**config.mk**
```make
export PLATFORM = sky130hd
export DESIGN_NAME = hwpe_stream_tcdm_store_arbiter
export DESIGN_NICKNAME = d
export VERILOG_FILES = /design/src/rtl/hwpe_stream_tcdm_store_arbiter_pkg.sv /design/src/rtl/hwpe_stream_tcdm_store_arbiter_rr_pick.sv /design/src/rtl/hwpe_stream_tcdm_store_arbiter.sv
export SDC_FILE = /design/constraint.sdc
export NUM_CORES = 1
export LEC_CHECK = 0
export ABC_AREA = 1
export BUFFER_PORTS_ARGS = -buffer_cell sky130_fd_sc_hd__clkbuf_2
export CORE_AREA = 5 5 139 141
export DETAILED_ROUTE_END_ITERATION = 8
export DIE_AREA = 0 0 144 146
export GPL_TIMING_DRIVEN = 0
export PLACE_DENSITY = 0.6
export SLEW_MARGIN = 10
export SYNTH_ARGS = -nofsm -noshare
export SYNTH_HDL_FRONTEND = slang
export SYNTH_HIERARCHICAL = 1
export SYNTH_SLANG_ARGS = --single-unit
```
**constraint.sdc**
```tcl
create_clock -name clk_i -period 6.59 [get_ports clk_i]
set_input_delay 1.318 -clock clk_i [delete_from_list [all_inputs] [get_ports clk_i]]
set_output_delay 1.318 -clock clk_i [all_outputs]
set_load 0.02 [all_outputs]
```
**src/rtl/hwpe_stream_tcdm_store_arbiter_pkg.sv**
```systemverilog
// Shared types and constants for the TCDM store-path arbiter.
// Holds the arbiter state encoding and the round-robin pointer helper.
package hwpe_stream_package;

    typedef enum logic {ARB_IDLE, ARB_BURST} tcdm_store_arb_state_t;

    localparam int unsigned TCDM_STORE_AW = 32;
    localparam int unsigned TCDM_STORE_DW = 32;

    // Successor of idx in a ring of n requesters.
    function automatic int unsigned rr_next(input int unsigned idx, input int unsigned n);
        return (idx + 1 >= n) ? 0 : idx + 1;
    endfunction

endpackage

```
**src/rtl/hwpe_stream_tcdm_store_arbiter_rr_pick.sv**
```systemverilog
// Combinational round-robin picker: first requester at or after ptr_i.
// Purely combinational; the caller owns the pointer register.
module hwpe_stream_rr_pick #(
    parameter  int unsigned N  = 4,
    localparam int unsigned IW = (N > 1) ? $clog2(N) : 1
) (
    input  logic [N-1:0]  req_i,
    input  logic [IW-1:0] ptr_i,
    output logic [IW-1:0] sel_o,
    output logic          valid_o
);

    logic [2*N-1:0] w_req2;
    logic [N-1:0]   w_rot;

    // Rotating the doubled vector puts requester ptr_i at bit 0.
    assign w_req2 = {req_i, req_i};
    assign w_rot  = N'(w_req2 >> ptr_i);

    always_comb begin
        sel_o   = '0;
        valid_o = 1'b0;
        // Walk downwards so the smallest offset from ptr_i is written last.
        for (int unsigned j = N; j > 0; j--) begin
            if (w_rot[IW'(j - 1)]) begin
                sel_o   = IW'((32'(ptr_i) + j - 1) % N);
                valid_o = 1'b1;
            end
        end
    end

endmodule

```
**src/rtl/hwpe_stream_tcdm_store_arbiter.sv**
```systemverilog
// Round-robin arbiter sharing one TCDM store path among NB_IN requesters,
// with bounded burst ownership and a flush handshake that quiesces the path.
module hwpe_stream_tcdm_store_arbiter
    import hwpe_stream_package::*;
#(
    parameter  int unsigned NB_IN     = 4,
    parameter  int unsigned MAX_BURST = 4,
    parameter  int unsigned CNT_WIDTH = 32,
    localparam int unsigned IW        = (NB_IN > 1) ? $clog2(NB_IN) : 1
) (
    input  logic                              clk_i,
    input  logic                              rst_i,
    input  logic                              clear_i,
    input  logic                              flush_i,
    output logic                              flush_done_o,
    input  logic [NB_IN-1:0]                  in_req_i,
    output logic [NB_IN-1:0]                  in_gnt_o,
    input  logic [NB_IN*TCDM_STORE_AW-1:0]    in_add_i,
    input  logic [NB_IN*TCDM_STORE_DW-1:0]    in_data_i,
    output logic                              out_req_o,
    input  logic                              out_gnt_i,
    output logic [TCDM_STORE_AW-1:0]          out_add_o,
    output logic [TCDM_STORE_DW-1:0]          out_data_o,
    output logic [IW-1:0]                     owner_o,
    output logic [CNT_WIDTH-1:0]              store_cnt_o
);

    localparam int unsigned BW = $clog2(MAX_BURST + 1);

    tcdm_store_arb_state_t r_state, w_state_nxt;
    logic [IW-1:0]         r_rr_ptr, w_rr_nxt;
    logic [IW-1:0]         r_owner, w_owner_nxt;
    logic [BW-1:0]         r_beat, w_beat_nxt;
    logic                  r_flush_pend;
    logic [CNT_WIDTH-1:0]  r_store_cnt;

    logic [IW-1:0]         w_pick_sel, w_sel;
    logic                  w_pick_valid;
    logic                  w_out_req, w_hs, w_flush_done;
    logic [NB_IN-1:0]      w_gnt;

    logic [TCDM_STORE_AW-1:0] w_add_arr  [NB_IN];
    logic [TCDM_STORE_DW-1:0] w_data_arr [NB_IN];

    hwpe_stream_rr_pick #(
        .N (NB_IN)
    ) i_rr_pick (
        .req_i   (in_req_i),
        .ptr_i   (r_rr_ptr),
        .sel_o   (w_pick_sel),
        .valid_o (w_pick_valid)
    );

    for (genvar g = 0; g < NB_IN; g++) begin : g_unpack
        assign w_add_arr[g]  = in_add_i[g*TCDM_STORE_AW +: TCDM_STORE_AW];
        assign w_data_arr[g] = in_data_i[g*TCDM_STORE_DW +: TCDM_STORE_DW];
    end

    always_comb begin
        w_state_nxt = r_state;
        w_rr_nxt    = r_rr_ptr;
        w_owner_nxt = r_owner;
        w_beat_nxt  = r_beat;
        w_sel       = r_owner;
        w_out_req   = 1'b0;
        case (r_state)
            ARB_IDLE: begin
                if (!r_flush_pend) begin
                    w_sel     = w_pick_sel;
                    w_out_req = w_pick_valid & ~rst_i;
                    if (w_pick_valid) begin
                        w_owner_nxt = w_pick_sel;
                        if (out_gnt_i && MAX_BURST == 1) begin
                            w_rr_nxt = IW'(rr_next(32'(w_pick_sel), NB_IN));
                        end else begin
                            // Lock the selection even on backpressure so add/data stay stable.
                            w_state_nxt = ARB_BURST;
                            w_beat_nxt  = out_gnt_i ? BW'(1) : '0;
                        end
                    end
                end
            end
            ARB_BURST: begin
                w_out_req = in_req_i[r_owner] & ~rst_i;
                if (!in_req_i[r_owner] ||
                    (out_gnt_i && (r_beat == BW'(MAX_BURST - 1) || r_flush_pend))) begin
                    w_state_nxt = ARB_IDLE;
                    w_rr_nxt    = IW'(rr_next(32'(r_owner), NB_IN));
                    w_beat_nxt  = '0;
                end else if (out_gnt_i) begin
                    w_beat_nxt = r_beat + BW'(1);
                end
            end
            default: ;
        endcase
    end

    assign w_hs         = w_out_req & out_gnt_i;
    assign w_flush_done = r_flush_pend & (r_state == ARB_IDLE);

    always_comb begin
        w_gnt = '0;
        if (w_hs) w_gnt[w_sel] = 1'b1;
    end

    always_ff @(posedge clk_i or posedge rst_i) begin
        if (rst_i) begin
            r_state      <= ARB_IDLE;
            r_rr_ptr     <= '0;
            r_owner      <= '0;
            r_beat       <= '0;
            r_flush_pend <= 1'b0;
            r_store_cnt  <= '0;
        end else if (clear_i) begin
            r_state      <= ARB_IDLE;
            r_rr_ptr     <= '0;
            r_owner      <= '0;
            r_beat       <= '0;
            r_flush_pend <= 1'b0;
            r_store_cnt  <= '0;
        end else begin
            r_state  <= w_state_nxt;
            r_rr_ptr <= w_rr_nxt;
            r_owner  <= w_owner_nxt;
            r_beat   <= w_beat_nxt;
            if (w_hs) r_store_cnt <= r_store_cnt + CNT_WIDTH'(1);
            // A flush arriving while one is already pending is absorbed by the done pulse.
            if (w_flush_done)  r_flush_pend <= 1'b0;
            else if (flush_i)  r_flush_pend <= 1'b1;
        end
    end

    assign out_req_o    = w_out_req;
    assign in_gnt_o     = w_gnt;
    assign out_add_o    = w_add_arr[w_sel];
    assign out_data_o   = w_data_arr[w_sel];
    assign owner_o      = r_owner;
    assign store_cnt_o  = r_store_cnt;
    assign flush_done_o = w_flush_done;

    // Requesters must hold their request until granted.
    for (genvar g = 0; g < NB_IN; g++) begin : g_hold
        a_req_hold: assert property (@(posedge clk_i)
            (in_req_i[g] && !w_gnt[g] && !rst_i && !clear_i) |=> (in_req_i[g] || rst_i));
    end

endmodule
```
==> results of run 1 <==
## worst register-to-register path, stage by stage (launching register included)
cell and delay [ns]:
sky130_fd_sc_hd__dfrtp_1 0.39, sky130_fd_sc_hd__buf_6 0.15, sky130_fd_sc_hd__nand2_1 0.11, sky130_fd_sc_hd__nand2_2 0.07, sky130_fd_sc_hd__nor2_1 0.15, sky130_fd_sc_hd__nand2_1 0.13, sky130_fd_sc_hd__a21oi_1 0.29, sky130_fd_sc_hd__nor2_1 0.07
sky130_fd_sc_hd__nand2_1 0.13, sky130_fd_sc_hd__nor2_4 0.07, sky130_fd_sc_hd__inv_2 0.14, sky130_fd_sc_hd__buf_4 0.22, sky130_fd_sc_hd__nand3_1 0.10, sky130_fd_sc_hd__nand2_1 0.09
## cells in the mapped netlist, drive strengths merged
library cell	instances	area share, %
nand2	305	25
nand3	136	15
nor2	68	6.3
a22oi	64	10
inv	48	4.0
dfrtp	41	22
buf	36	5.7
nand4	26	3.5
o21ai	13	1.7
or2	9	1.2
ha	4	1.1
nand3b	4	0.65
nor3	4	0.43
xor2	4	0.76
clkbuf	3	0.24
o21bai	3	0.49
a21oi	2	0.22
o31ai	2	0.33
xnor2	2	0.38
a211oi	1	0.16
## final cells by class
cell class | count | share of cell area [%]
Clock inverter | 2 | 0.145
Buffer | 39 | 3.97
Multi-Input combinational cell | 647 | 45.3
Tap cell | 229 | 4.15
Clock buffer | 6 | 1.87
Timing Repair Buffer | 369 | 27.0
Antenna cell | 1 | 0.0362
Sequential cell | 41 | 14.9
Inverter | 48 | 2.68
## routing by layer
layer / up-vias / wire, um / track usage [%]
met5: - / 46 / 0
met4: 6 / 623 / 5.93
met3: 40 / 2250 / 3.78
met2: 313 / 13600 / 43.1
met1: 3119 / 11900 / 34.1
li1: 3365 / - / -
## stage by stage
step / instances / setup slack [ns] / power (mW) / cell area [sq um] / util, %
finish: 1382 / 1.55 / 3.53 / 6910 / 38.7
global route: 1382 / 1.29 / 3.74 / 6910 / 38.7
global placement: 1372 / 1.53 / 3.30 / 6750 / 37.8
CTS: 1381 / 1.52 / 3.55 / 6900 / 38.7
floorplan: 775 / 2.42 / 2.10 / 4620 / -
detailed placement: 1373 / 1.52 / 3.30 / 6770 / 37.9
## worst paths after layout
kind                             startpoint         endpoint  slack, ns  cells past startpoint
max in group asynchronous             rst_i   store_cnt_o[6]       5.17                      3
worst min-delay path              r_beat[1]        r_beat[1]       0.51                      2
worst min register to register    r_beat[1]        r_beat[1]       0.51                      2
worst max-delay path            in_req_i[3]    out_add_o[10]       1.55                     17
worst max register to register  r_rr_ptr[0]  store_cnt_o[21]       4.43                     13
min in group asynchronous             rst_i  store_cnt_o[15]       0.97                      2
## sequential cells by signal (all words and copies together) (netlist names)
signal / flops
r_flush_pend: 1
store_cnt_o: 32
r_rr_ptr: 2
owner_o: 2
r_beat: 3
r_state: 1
## power by group through the flow
stage / registers (mW) / logic [mW] / clock network [mW]
4_1_cts: 0.298 / 3.00 / 0.247
5_1_grt: 0.301 / 3.18 / 0.257
3_3_place_gp: 0.302 / 3.00 / 0
2_1_floorplan: 0.304 / 1.80 / 0
6_report: 0.299 / 2.99 / 0.238
3_5_place_dp: 0.303 / 2.99 / 0
## logic make-up (layout without fill, tap and decap cells)
| kind of cell | count (synthesis) | in the layout | share of synthesized area, % |
|---|---|---|---|
| simple gates | 552 | 552 | 52.4 |
| buf+inv | 87 | 464 | 9.95 |
| other cells | 0 | 1 | 0 |
| xor+xnor | 6 | 6 | 1.14 |
| fa+ha+maj | 4 | 4 | 1.08 |
| flops | 41 | 41 | 22.2 |
| compound gates | 85 | 85 | 13.3 |
==> out/qor.yml, run 1 <==
outcome:
  outcome: "finished, final reports clean"
grt:
  grt_start_max_net_pins: 31
  global_route_total_overflow: 0
  grt_first_pass_wirelength_um: 40900
  global_route.usage.total_pct: 25.5
  number_of_global_route_vias_before_repair: 6572
  antenna_found_initial: 4
drt:
  drcViolationCount: 0
  detailroute.via_count: 6843
  dr.pass1.iters: 5
  detail_route.wirelength_um: 28400
  post_drt_via_cell_ratio: 4.95
  detail_route.wl_per_cell_um: 20.6
  dr.first_iter.drc_count: 583
  drtAntennaViolNets: 0
cells_and_area:
  multi_input_area_sq_um: 3130
  mostFrequentLayoutCell: "sky130_fd_sc_hd__clkbuf_2"
  layout-drive-gt1-share_pct: 38.1
  num-nets-final: 1420
  most-common-layout-cells: "368 x sky130_fd_sc_hd__clkbuf_2, 298 x sky130_fd_sc_hd__nand2_1, 135 x sky130_fd_sc_hd__nand3_1"
  area_growth_pct: 49.6
  fillers: 2008
  regArea_sq_um: 1030
setup_path:
  critical_path.endpoint_type: "output pin"
  worst-path-max-fanout: 10
  critical_path.n_buffers_inverters: 5
  crit_chain: "clkbuf_2, inv_1, nand2_1, nand3_2, nand2_2, nand3_1, nand2_1, nand2_1, nand2_1, inv_1, nand2_1, o21ai_2, nor2_2, buf_6, a22oi_1, nand3_1, clkbuf_2"
  cpLargestDelayFamily: "simple AND/OR/NAND/NOR gates"
  worstSetupStartpointType: "input port"
  criticalPathCategory: "in2out"
  critical_path_required_ns: 5.27
  cp_slowest_cell: "sky130_fd_sc_hd__nor2_2"
  critical-path-top-cell-by-count: "sky130_fd_sc_hd__nand2_1"
  cpPeakStageDelay_ns: 0.59
  crit_arrival_ns: 3.73
pwr:
  sequentialPowerShare_pct: 8.5
  switching_share_pct: 62.5
  power-per-cell-area_nw_per_um2: 511
  cellLeakagePower_nw: 3.81
  clkPwrFrac_pct: 6.7
  net_switching_power_of_the_design_mw: 2.20
  p_int_mw: 1.32
  ir_drop_mv: 0.255
  power_frac_comb_pct: 84.8
yosys:
  ys_types: 32
  ys_ff_latch: 41
  synth-warning-count: 6
  synth.yosys.seq_area_share_pct: 22.2
  postSynthAreaPerCell_sq_um: 5.96
  synthesis.area_sq_um: 4620
  syn_inst: 775
  syn_nets: 1044
floorplanning:
  die_area_sq_um: 21000
  floorplan.die.height_um: 146
  top_level_ports: 369
  start_util_pct: 25.9
  die_width_um: 144
  core.rowCount: 49
  coreArea_sq_um: 17800
placement:
  port-buffer-count: 368
  place.gp.congestion: 0.976
  hpwl_um: 24600
cts:
  clock_insertion_delay_at_the_later_pin_of_the_skew_report_ns: 0.29
  cts_tree: "done"
  clk_root_buffer_cell: "sky130_fd_sc_hd__clkbuf_16"
  cts_hold_repair.buffers: 0
  cts_made_buffers: 5
  cts_setup_buffers: 0
  cts_buffer_depth: 2
  cts.reportedPaths.clkPinSlew_ns: 0.05
  htree_num_levels: 2
  cts_sinks: 41
  post_cts.resized_instances: 0
timing:
  worst_slew_pin_slew_ns: 0.711
  rsz0062_at_grt: "no"
  report.final.slew_viol_count: 0
  fin_crit_sh_pct: 76.5
  setup_total_negative_slack_ns: 0
  slew-limit-headroom_pct: 52.5
  setup_violations: 0
  timing.fmax_ghz: 0.198
  shortest_period_the_worst_path_allows_ns: 5.04
  timing.final.hold_violations: 0
  timing.hold.ws_ns: 0.505
  skew_ns: 0.00996
min_path:
  hold_class: "reg2reg"
job:
  maxCapViolations: 0
Power figures use the tool's default switching activity.
==> inputs of run 2 (changes only) <==
--- a/config.mk
+++ b/config.mk
@@ -7,11 +7,11 @@
 export LEC_CHECK = 0
 export ABC_AREA = 1
 export BUFFER_PORTS_ARGS = -buffer_cell sky130_fd_sc_hd__clkbuf_2
-export CORE_AREA = 5 5 139 141
+export CORE_AREA = 5 5 140 142
 export DETAILED_ROUTE_END_ITERATION = 8
-export DIE_AREA = 0 0 144 146
+export DIE_AREA = 0 0 145 147
 export GPL_TIMING_DRIVEN = 0
-export PLACE_DENSITY = 0.6
+export PLACE_DENSITY = 0.61
 export SLEW_MARGIN = 10
 export SYNTH_ARGS = -nofsm -noshare
 export SYNTH_HDL_FRONTEND = slang
==> constraint.sdc (replaced) <==
create_clock -name clk_i -period 4.4 [get_ports clk_i]
set_input_delay 0.88 -clock clk_i [delete_from_list [all_inputs] [get_ports clk_i]]
set_output_delay 0.88 -clock clk_i [all_outputs]
set_load 0.02 [all_outputs]
==> run 2 against run 1 <==
Against the previous run:
- critical path depth shrank 2
- register-to-register slack lost 2.2 ns
- die area grew 1.4%
- flip-flop and latch count is the same
==> out/qor.yml, run 2 (synthesis results as in run 1) <==
grt:
  global_route_total_overflow: 0
  antenna_found_initial: 1
  number_of_global_route_vias_before_repair: 6555
  global_route.usage.total_pct: 25.7
  grt_first_pass_wirelength_um: 41900
  grt_start_max_net_pins: 36
setup_path:
  critical-path-top-cell-by-count: "sky130_fd_sc_hd__nand2_1"
  critical_path_required_ns: 3.52
  crit_chain: "clkbuf_2, inv_1, o21ai_1, nand2_1, nand2_1, nor2_1, nand3_1, nand2_1, nand2_1, o21ai_2, nor2_2, buf_6, a22oi_1, nand3_1, clkbuf_2"
  worst-path-max-fanout: 10
  criticalPathCategory: "in2out"
  cp_slowest_cell: "sky130_fd_sc_hd__nor2_2"
  worstSetupStartpointType: "input port"
  cpLargestDelayFamily: "simple AND/OR/NAND/NOR gates"
  critical_path.endpoint_type: "output pin"
  critical_path.n_buffers_inverters: 4
  cpPeakStageDelay_ns: 0.62
  crit_arrival_ns: 3.22
cts:
  cts_sinks: 41
  cts_buffer_depth: 2
  htree_num_levels: 2
  cts_made_buffers: 5
  cts_tree: "done"
  clock_insertion_delay_at_the_later_pin_of_the_skew_report_ns: 0.30
  clk_root_buffer_cell: "sky130_fd_sc_hd__clkbuf_16"
  cts.reportedPaths.clkPinSlew_ns: 0.06
pwr:
  cellLeakagePower_nw: 3.81
  power-per-cell-area_nw_per_um2: 788
  ir_drop_mv: 0.361
timing:
  skew_ns: 0.00954
  timing.final.hold_violations: 0
  timing.hold.ws_ns: 0.482
  timing.fmax_ghz: 0.244
  rsz0062_at_grt: "no"
  setup_total_negative_slack_ns: 0
  postLayoutSetupSlackWorst_ns: 0.303
  fin_crit_sh_pct: 93.1
  shortest_period_the_worst_path_allows_ns: 4.10
  worst_slew_pin_slew_ns: 0.763
  slew-limit-headroom_pct: 49.1
  setup_violations: 0
  report.final.slew_viol_count: 0
drt:
  drtAntennaViolNets: 0
  post_drt_via_cell_ratio: 4.98
  drcViolationCount: 0
  detail_route.wl_per_cell_um: 21.1
  detailroute.via_count: 6902
  dr.pass1.iters: 5
  dr.first_iter.drc_count: 388
  detail_route.wirelength_um: 29200
cells_and_area:
  area_growth_pct: 49.9
  largest_reg_flops: 32
  num-nets-final: 1420
  most-common-layout-cells: "368 x sky130_fd_sc_hd__clkbuf_2, 298 x sky130_fd_sc_hd__nand2_1, 135 x sky130_fd_sc_hd__nand3_1"
  final_core_utilization_pct: 37.8
  layout-drive-gt1-share_pct: 38.2
  mostFrequentLayoutCell: "sky130_fd_sc_hd__clkbuf_2"
  final-instance-count-excl-fill: 1387
outcome:
  outcome: "finished, final reports clean"
min_path:
  hold_class: "in2async"
floorplanning:
  top_level_ports: 369
  coreArea_sq_um: 18300
  floorplan.die.height_um: 147
  die_width_um: 145
  die_area_sq_um: 21300
  start_util_pct: 25.2
  core.rowCount: 50
job:
  maxCapViolations: 0
placement:
  place.gp.congestion: 0.965
  pre_cts_slack_ns: 0.153
  placed_cells: 1378
  port-buffer-count: 368
  hpwl_um: 25200
run 2: changes by cell type in the layout (fill, tap and decap cells not counted), sizes merged:
cell,change
clkinvlp,+1
clkbuf,-1
run 2: what timing repair did:
item | in CTS | in global routing
gates resized for setup | 0 | 1
buffers inserted | 0 | 0
hold buffers | 0 | 0
endpoints found under the setup margin | 0 | 2
run 2: path summary, 6_finish.rpt:
path | from | to | slack [ns] | depth (start not counted)
max | in_req_i[0] | out_add_o[11] | 0.30 | 15
min | rst_i | r_flush_pend | 0.48 | 2
max reg2reg | r_rr_ptr[0] | store_cnt_o[20] | 2.24 | 13
min reg2reg | r_beat[2] | r_beat[2] | 0.49 | 2
max in group asynchronous | rst_i | store_cnt_o[10] | 3.48 | 3
min in group clk_i | r_beat[2] | r_beat[2] | 0.49 | 2
run 2: final cells by class:
type                            count  area, sq um
Clock inverter                      3         17.5
Antenna cell                        1         2.50
Clock buffer                        5          125
Buffer                             39          274
Fill cell                        2060        11400
Multi-Input combinational cell    647         3140
Inverter                           48          185
Tap cell                          234          293
Timing Repair Buffer              369         1860
Sequential cell                    41         1030
run 2: layer usage:
metal  wire, um  global-route usage, %
met1      12000                   32.5
met2      13200                   41.3
met3       3160                   9.81
met4        845                   6.59
met5          0                      0
run 2: power by group:
group,internal (mW),switching (mW)
sequential,0.402,0.0441
combinational,1.38,3.27
clock,0.208,0.160
run 2: per-stage QoR:
step                power, mW  instance area (sq um)
floorplan                3.15                   4620
global placement         5.12                   6750
detailed placement       5.12                   6770
CTS                      5.50                   6910
global route             5.82                   6920
finish                   5.46                   6920
run 2: worst reg2reg max path, delay by kind of cell, from the launching register on:
family | cells | cell delay [ns]
AOI/OAI and AO/OA | 1 | 0.28
and+or+nand+nor | 9 | 0.91
DFF | 1 | 0.39
buffers and inverters | 3 | 0.51
==> inputs of run 3 (changes only) <==
--- a/config.mk
+++ b/config.mk
@@ -11,7 +11,6 @@
 export DETAILED_ROUTE_END_ITERATION = 8
 export DIE_AREA = 0 0 145 147
 export GPL_TIMING_DRIVEN = 0
-export PLACE_DENSITY = 0.61
 export SLEW_MARGIN = 10
 export SYNTH_ARGS = -nofsm -noshare
 export SYNTH_HDL_FRONTEND = slang
==> constraint.sdc (replaced) <==
create_clock -name clk_i -period 4.4 [get_ports clk_i]
set_input_delay 0.88 -clock clk_i [delete_from_list [all_inputs] [get_ports clk_i]]
set_output_delay 0.88 -clock clk_i [all_outputs]
set_load 0.1 [all_outputs]
==> run 3 against run 2 <==
Against the previous run:
- via count shrank 0.12%
- sequential share of layout area is 0.056 points lower
- clock-buffer cell count is 3 higher
- routed wire length is 3.1% lower
- setup slack lost 0.10 ns
- die area did not move
- core utilization rose by 0.14 points
- cell count barely moved
- worst hold slack improved by 0.0099 ns
- clock skew about the same
- maximum frequency decreased by 2.5%
==> out/qor.yml, run 3 (synthesis results as in run 1) <==
cells_and_area:
  postLayoutCellArea_sq_um: 6950
  largest_reg_flops: 32
  num-nets-final: 1420
  area_growth_pct: 50.5
  most-common-layout-cells: "352 x sky130_fd_sc_hd__clkbuf_2, 298 x sky130_fd_sc_hd__nand2_1, 135 x sky130_fd_sc_hd__nand3_1"
  mostFrequentLayoutCell: "sky130_fd_sc_hd__clkbuf_2"
  layout-drive-gt1-share_pct: 38.0
  num_antenna_cells: 0
timing:
  shortest_period_the_worst_path_allows_ns: 4.20
  setup_violations: 0
  slew-limit-headroom_pct: 58.3
  timing.fmax_ghz: 0.238
  report.final.slew_viol_count: 0
  fin_crit_sh_pct: 95.5
  timing.final.hold_violations: 0
  worst_slew_pin_slew_ns: 0.628
  timing.hold.ws_ns: 0.492
  setup_total_negative_slack_ns: 0
  skew_ns: 0.00997
job:
  maxCapViolations: 0
cts:
  clk_root_buffer_cell: "sky130_fd_sc_hd__clkbuf_16"
  cts_tree: "done"
  cts_sinks: 41
  cts_made_buffers: 5
  cts.reportedPaths.clkPinSlew_ns: 0.06
  cts_setup_buffers: 0
  htree_num_levels: 2
  cts_hold_repair.buffers: 0
  cts_buffer_depth: 2
  clock_insertion_delay_at_the_later_pin_of_the_skew_report_ns: 0.29
floorplanning:
  top_level_ports: 369
  die_area_sq_um: 21300
  floorplan.die.height_um: 147
  coreArea_sq_um: 18300
  start_util_pct: 25.2
  die_width_um: 145
  core.rowCount: 50
setup_path:
  worst-path-max-fanout: 10
  critical_path_required_ns: 3.52
  crit_arrival_ns: 3.32
  worstSetupStartpointType: "input port"
  criticalPathCategory: "in2out"
  critical_path.endpoint_type: "output pin"
grt:
  globalRouteMet2Util_pct: 41.0
  global_route.usage.total_pct: 24.9
  number_of_global_route_vias_before_repair: 6496
  global_route_total_overflow: 0
  met3_usage_pct: 4.97
  globalRouteMet1Util_pct: 33.6
  grt_first_pass_wirelength_um: 41200
  antenna_found_initial: 0
  grt_start_max_net_pins: 31
  grt-busiest-layer: "met2"
drt:
  post_drt_via_cell_ratio: 4.97
  dr.first_iter.drc_count: 521
  detail_route.wirelength_um: 28300
  drcViolationCount: 0
  dr.pass1.iters: 6
  detailroute.via_count: 6894
  drtAntennaViolNets: 0
  detail_route.wl_per_cell_um: 20.4
placement:
  place_area_sq_um: 6770
  hpwl_um: 24500
  place.gp.congestion: 0.963
  port-buffer-count: 368
outcome:
  outcome: "finished, final reports clean"
min_path:
  hold_class: "reg2reg"
## run 3: final timing paths
| kind | start | endpoint | slack (ns) | depth (start not counted) |
|---|---|---|---|---|
| hold reg to reg | r_beat[1] | r_beat[1] | 0.49 | 2 |
| hold / removal | r_beat[1] | r_beat[1] | 0.49 | 2 |
| min in group asynchronous | rst_i | store_cnt_o[19] | 0.54 | 2 |
| setup reg to reg | r_rr_ptr[0] | store_cnt_o[17] | 2.26 | 13 |
| setup / recovery | in_req_i[3] | out_data_o[17] | 0.20 | 17 |
| max in group asynchronous | rst_i | store_cnt_o[10] | 3.39 | 3 |
## run 3: area by class of cell
| cell class | instances | area (sq um) |
|---|---|---|
| fill | 2096 | 11400 |
| multi-input combinational | 647 | 3150 |
| timing repair buffer | 369 | 1880 |
| sequential | 41 | 1030 |
| tap | 234 | 293 |
| buffer | 39 | 277 |
| inverter | 48 | 185 |
| clock buffer | 8 | 136 |
## run 3: per-layer routing
layer,share of wire [%],wire length (um)
met2,47,13300
met5,0,0
met4,2.4,690
met1,42,12000
met3,8.4,2370
## run 3: worst max-delay path: stages
cell                       delay (ns)
sky130_fd_sc_hd__clkbuf_2        0.14
sky130_fd_sc_hd__inv_1           0.05
sky130_fd_sc_hd__nand2_1         0.11
sky130_fd_sc_hd__nand3_2         0.10
sky130_fd_sc_hd__inv_1           0.06
sky130_fd_sc_hd__nor2_1          0.04
sky130_fd_sc_hd__o21ai_1         0.07
sky130_fd_sc_hd__nand2_1         0.06
sky130_fd_sc_hd__nand2_1         0.09
sky130_fd_sc_hd__nand2_1         0.07
sky130_fd_sc_hd__o21ai_2         0.17
sky130_fd_sc_hd__inv_2           0.14
sky130_fd_sc_hd__nor2_4          0.28
sky130_fd_sc_hd__buf_2           0.30
sky130_fd_sc_hd__nand2_1         0.16
sky130_fd_sc_hd__nand3_1         0.12
sky130_fd_sc_hd__clkbuf_2        0.46
## run 3: what timing repair did
action,CTS,global route
pin swaps,0,0
gates resized for setup,3,26
cloned,0,0
endpoints found under the setup margin,14,17
## run 3: through the flow
stage	cells	setup slack, ns	util (%)
5_1_grt	1386	-0.00463	37.9
3_5_place_dp	1378	-0.166	36.9
4_1_cts	1386	0.00472	37.8
6_report	1386	0.199	37.9
3_3_place_gp	1377	-0.128	36.8
2_1_floorplan	775	-0.388	-
Power of run 3 is left out: the tool's default activity adds up to more than one toggle a clock period on the data nets, which glitch-free logic cannot reach.
